### src/rtl/seg7_to_tc4.sv
// -----------------------------------------------------------------------------
// seg7_to_tc4
//
// Reads a two-digit seven-segment display (a sign digit and a magnitude digit,
// both active-low, segments 6..0), waits until the pair has been stable for
// STABLE_CYCLES consecutive clock edges, and offers the decoded value as a
// 4-bit two's-complement number through a Valid/Ready handshake. Each stable
// pair is offered once; it is offered again only after the display has shown
// something else in between.
//
// Parameters
//   STABLE_CYCLES  consecutive identical edges needed before decoding (2..15)
//
// Ports
//   Clock      in   single clock, rising edge
//   Reset      in   synchronous, active-high reset
//   Sign       in   [6:0] active-low sign digit (1111111 = +, 0111111 = -)
//   Magnitude  in   [6:0] active-low magnitude digit (1111111 = blank)
//   Ready      in   consumer takes the offered result when Valid & Ready
//   N          out  [3:0] decoded two's-complement value (0000 on error)
//   Valid      out  N/Error hold an offered result
//   Error      out  offered pair was not a legal encoding
//   ErrCount   out  [3:0] saturating count of accepted results with Error=1
// -----------------------------------------------------------------------------
module seg7_to_tc4 #(
    parameter int STABLE_CYCLES = 4
) (
    input  logic       Clock,
    input  logic       Reset,
    input  logic [6:0] Sign,
    input  logic [6:0] Magnitude,
    input  logic       Ready,
    output logic [3:0] N,
    output logic       Valid,
    output logic       Error,
    output logic [3:0] ErrCount
);

    // Active-low digit patterns.
    localparam logic [6:0] SIGN_POS  = 7'b1111111;
    localparam logic [6:0] SIGN_NEG  = 7'b0111111;
    localparam logic [6:0] MAG_BLANK = 7'b1111111;

    // The pair is decoded on the edge where MC already counts STABLE_CYCLES-2
    // earlier matches: the first edge of a new pair clears MC, each further
    // identical edge increments it, so this is the STABLE_CYCLES-th edge.
    localparam logic [3:0] MC_TRIGGER = 4'(STABLE_CYCLES - 2);
    localparam logic [3:0] CNT_MAX    = 4'hF;

    typedef enum logic [1:0] {
        TRACK = 2'd0,
        OFFER = 2'd1,
        DONE  = 2'd2
    } state_t;

    state_t      state;
    logic [13:0] sr;        // last sampled {Sign, Magnitude}
    logic [13:0] lr;        // pair that was offered most recently
    logic [3:0]  mc;        // consecutive-match counter

    logic [13:0] pair;
    logic        same_sr;
    logic        blank;

    logic [3:0]  mag_val;
    logic        mag_ok;
    logic [3:0]  dec_n;
    logic        dec_err;

    assign pair    = {Sign, Magnitude};
    assign same_sr = (pair == sr);
    assign blank   = (Magnitude == MAG_BLANK);

    // -------------------------------------------------------------------------
    // Digit decode: magnitude pattern -> value, then apply the sign.
    // -------------------------------------------------------------------------
    always_comb begin
        // NOTE: every output of a combinational block gets a default before the
        // case, otherwise an unlisted pattern would infer a latch.
        mag_val = 4'd0;
        mag_ok  = 1'b1;
        unique case (Magnitude)
            7'b1000000: mag_val = 4'd0;
            7'b1111001: mag_val = 4'd1;
            7'b0100100: mag_val = 4'd2;
            7'b0110000: mag_val = 4'd3;
            7'b0011001: mag_val = 4'd4;
            7'b0010010: mag_val = 4'd5;
            7'b0000010: mag_val = 4'd6;
            7'b1111000: mag_val = 4'd7;
            7'b0000000: mag_val = 4'd8;
            default:    mag_ok  = 1'b0;
        endcase
    end

    always_comb begin
        dec_n   = 4'd0;
        dec_err = 1'b1;
        if (mag_ok && (Sign == SIGN_POS) && (mag_val != 4'd8)) begin
            // +8 does not fit in 4-bit two's complement.
            dec_n   = mag_val;
            dec_err = 1'b0;
        end else if (mag_ok && (Sign == SIGN_NEG) && (mag_val != 4'd0)) begin
            // -0 is not a legal display; -8 wraps to 1000 as intended.
            dec_n   = 4'd0 - mag_val;
            dec_err = 1'b0;
        end
    end

    // -------------------------------------------------------------------------
    // Control: track stability, offer once, wait for the display to change.
    // -------------------------------------------------------------------------
    // NOTE: all state in this block uses non-blocking assignments so every
    // register samples the values from before the edge.
    always_ff @(posedge Clock) begin
        if (Reset) begin
            state    <= TRACK;
            sr       <= '1;
            lr       <= '1;
            mc       <= 4'd0;
            N        <= 4'd0;
            Valid    <= 1'b0;
            Error    <= 1'b0;
            ErrCount <= 4'd0;
        end else begin
            unique case (state)
                TRACK: begin
                    sr <= pair;
                    if (same_sr) begin
                        // Saturate so a long-held blank cannot wrap the count.
                        if (mc != CNT_MAX) begin
                            mc <= mc + 4'd1;
                        end
                        if ((mc == MC_TRIGGER) && !blank) begin
                            state <= OFFER;
                            lr    <= pair;
                            N     <= dec_n;
                            Error <= dec_err;
                            Valid <= 1'b1;
                        end
                    end else begin
                        mc <= 4'd0;
                    end
                end

                OFFER: begin
                    // Inputs are ignored here; N/Error stay frozen until taken.
                    if (Ready) begin
                        state <= DONE;
                        Valid <= 1'b0;
                        if (Error && (ErrCount != CNT_MAX)) begin
                            ErrCount <= ErrCount + 4'd1;
                        end
                    end
                end

                DONE: begin
                    // The edge that leaves DONE counts as the first sighting of
                    // the new pair, exactly like a differing edge in TRACK.
                    if (pair != lr) begin
                        state <= TRACK;
                        sr    <= pair;
                        mc    <= 4'd0;
                    end
                end

                default: begin
                    state <= TRACK;
                    mc    <= 4'd0;
                    Valid <= 1'b0;
                end
            endcase
        end
    end

endmodule

### config.mk
export PLATFORM = sky130hd
export DESIGN_NAME = seg7_to_tc4
export DESIGN_NICKNAME = d
export VERILOG_FILES = /design/src/rtl/seg7_to_tc4.sv
export SDC_FILE = /design/constraint.sdc
export NUM_CORES = 1
export LEC_CHECK = 0
export BUFFER_PORTS_ARGS = -buffer_cell sky130_fd_sc_hd__buf_4
export CORE_MARGIN = 8
export CORE_UTILIZATION = 41
export DETAILED_ROUTE_END_ITERATION = 8
export PLACE_DENSITY = 0.63
export SYNTH_ARGS = -nofsm -noshare
export SYNTH_HDL_FRONTEND = slang
export SYNTH_SLANG_ARGS = --single-unit
export TNS_END_PERCENT = 20
### constraint.sdc
create_clock -name Clock -period 2.05 [get_ports Clock]
set_input_delay 0.205 -clock Clock [delete_from_list [all_inputs] [get_ports Clock]]
set_output_delay 0.205 -clock Clock [all_outputs]
set_load 0.005 [all_outputs]
==> reports/results.ini <==
[placed_design]
port_buffers=26
dp_slack_ns=-0.0862
dp_hpwl_um=4360
place.gp.congestion=0.772

[global_route]
grt_pass1_wl_um=9980
grt_max_degree=29
grt.total_usage_pct=13.8
grt_pass1_vias=2122
antenna_found_initial=0
grt_overflow=0

[clock_network]
cts.hold.buffers_added=0
clkSlewWorstSetupHoldPaths_ns=0.09
cts_root_buffer=clkbuf_8
cts_buffers=5
cts_tree=done
cts.path.max_buffers=2
htreeDepth=2
insertion_delay_ns=0.30
cts_sinks=44

[final_layout]
drive_gt1_share_pct=24.3
antenna_cells=0
nNetsFinal=365
areaGrowthSynthToFinish_pct=25.0
fin_util_pct=52.9

[timing]
slew_headroom_pct=39.6
hold_viol=0
worst_slack_ns=0.0777
tightestPinTransition_ns=0.902
setup_violations=0
fin_tns_setup_ns=0
period_share_pct=96.2
period_needed_ns=1.97
finalMaxSlewViolations=0
finClkSkew_ns=0.00823
fmax_ghz=0.507
rsz0062_at_grt=true

[setup_path]
cp.arrival_ns=2.15
required_ns=2.23
crit_buf_inv=2
crit_path_end_kind=register
worstPathCellList=xor2_2 -> nor4_2 -> nand4_1 -> nor4_4 -> buf_6 -> clkbuf_16 -> mux2i_1 -> nand2_1
cpPeakStageDelay_ns=0.34
crit_path_start_kind=register
critPathMaxFanout=11
cp_slowest_cell=dfxtp_2
crit_type=reg2reg
critPathTopFamily=simple AND/OR/NAND/NOR gates

[floorplanning]
die_area_mm2=0.00887
ios=27
die_w_um=94.2
rows=28
die_h_um=94.2
core_area_mm2=0.00592
start_util_pct=42.3

[synth]
ys.flop_type=dfxtp_1
yosysUniqueCellTypes=48
netlist_area_mm2=0.00250
syn_area_per_cell_um2=8.38
ys_seq_area_share_pct=35.2
yosys_warnings=0
synthesis.nets=320
syn_inst=299
synth_edf_count=0
synth-seq-cells=44
async_flop_share_pct=0

[routing]
wirelength_um=6060
drtAntennaViolNets=0
first_pass_iters=4
via_per_inst=5.24
drt-wirelength-per-cell_um=14.4
drt_iter0_drc=97
drcViolationCount=0
vias=2201

[flow_run]
cap_violations=0

[worst_hold_path]
worstHoldPathType=in2reg

[power]
ir_drop_uv=432
powerDensity_mw_per_mm2=533
p_leak_nw=1.21

[status]
status=finished clean

[cell families after synthesis]
group / Yosys count / share of synthesized area [%]
xor gates and xnor gates: 32 / 11.2
adders and majority gates: 4 / 2.00
and+or+nand+nor: 123 / 24.9
AOI/OAI and AO/OA: 45 / 13.3
muxes: 19 / 7.69
DFF: 44 / 35.2
buffers and inverters: 32 / 5.74
[sequential cells by signal, indices dropped and copies added (netlist names)]
name and cells:
state 2, mc 4, Valid 1, lr 14, ErrCount 4, sr 14
Error 1, N 4
[worst min-delay path, delay by kind of cell]
| family | cells | cell delay, ns |
|---|---|---|
| buf+inv | 1 | 0.12 |
| mux | 1 | 0.07 |
| simple gates | 1 | 0.05 |
[where the power goes]
part	internal, W	total (W)	switching [W]
logic	0.000102	0.000214	0.000113
registers	0.000869	0.000878	0.00000880
clock network	0.000274	0.000576	0.000302
[placed cells by master (no fill, tap or decap), types with 3 or more instances in the layout]
cell      synthesis  layout
a21oi_1          10       9
and2_1            3       3
buf_4             2      56
clkbuf_8          0       6
dfxtp_1          44      43
ha_1              4       4
inv_1            10      10
mux2i_1          17      16
nand2_1          39      39
nand2b_1          4       4
nand3_1          22      22
nand4_1           6       6
nor2_1           15      15
nor2b_1           3       3
nor3_1            8       8
nor4_1            8       6
o21ai_0          18      18
xnor2_1          19      19
xor2_1           13      12
[cells in the mapped netlist (4+ instances only)]
library cell	count	share of area (%)
nand2_1	39	5.8
nor3_1	8	1.6
nand3_1	22	4.4
nor4_1	8	2.0
clkbuf_1	10	1.5
ha_1	4	2.0
o21ai_0	18	3.6
nor2_1	15	2.2
dfxtp_1	44	35
nand4_1	6	1.5
a21oi_1	10	2.0
nand2b_1	4	1.0
mux2i_1	17	6.8
inv_1	10	1.5
xnor2_1	19	6.6
buf_2	7	1.4
xor2_1	13	4.5
[what timing repair did]
action / 4_1_cts / 5_1_grt
buffers inserted: 0 / 1
resized for setup: 0 / 6
endpoints found under the setup margin: 0 / 17
[through the flow]
step / cells / cell area, um2 / power, W / hold WS, ns
floorplan: 299 / 2510 / 0.00102 / 0.329
global placement: 409 / 2950 / 0.00111 / 0.465
detailed placement: 409 / 2950 / 0.00111 / 0.460
CTS: 417 / 3050 / 0.00168 / 0.165
global route: 420 / 3130 / 0.00174 / 0.177
finish: 420 / 3130 / 0.00167 / 0.175
[cell type report]
type,count,area [um2]
Fill cell,564,2790
Multi-Input combinational cell,223,1520
Sequential cell,44,882
Timing Repair Buffer,60,502
Tap cell,75,93.8
Clock buffer,7,86.3
Inverter,10,37.5
Clock inverter,1,7.51
[worst paths after layout]
kind	start	end	slack, ns	depth (start not counted)
worst max-delay path	sr[0]	lr[5]	0.08	8
worst min-delay path	Sign[2]	lr[9]	0.17	3
worst max register to register	sr[0]	lr[5]	0.08	8
worst min register to register	N[3]	N[3]	0.49	2
[routing by layer]
| layer | track usage [%] | up-vias | routed length, um |
|---|---|---|---|
| met4 | 3.57 | 0 | 61 |
| met3 | 3.68 | 7 | 315 |
| met2 | 22.8 | 41 | 2830 |
| li1 | - | 1129 | - |
| met1 | 17.2 | 1024 | 2860 |
| met5 | 0 | - | 0 |
No activity file was read; power rests on OpenSTA's default activity.
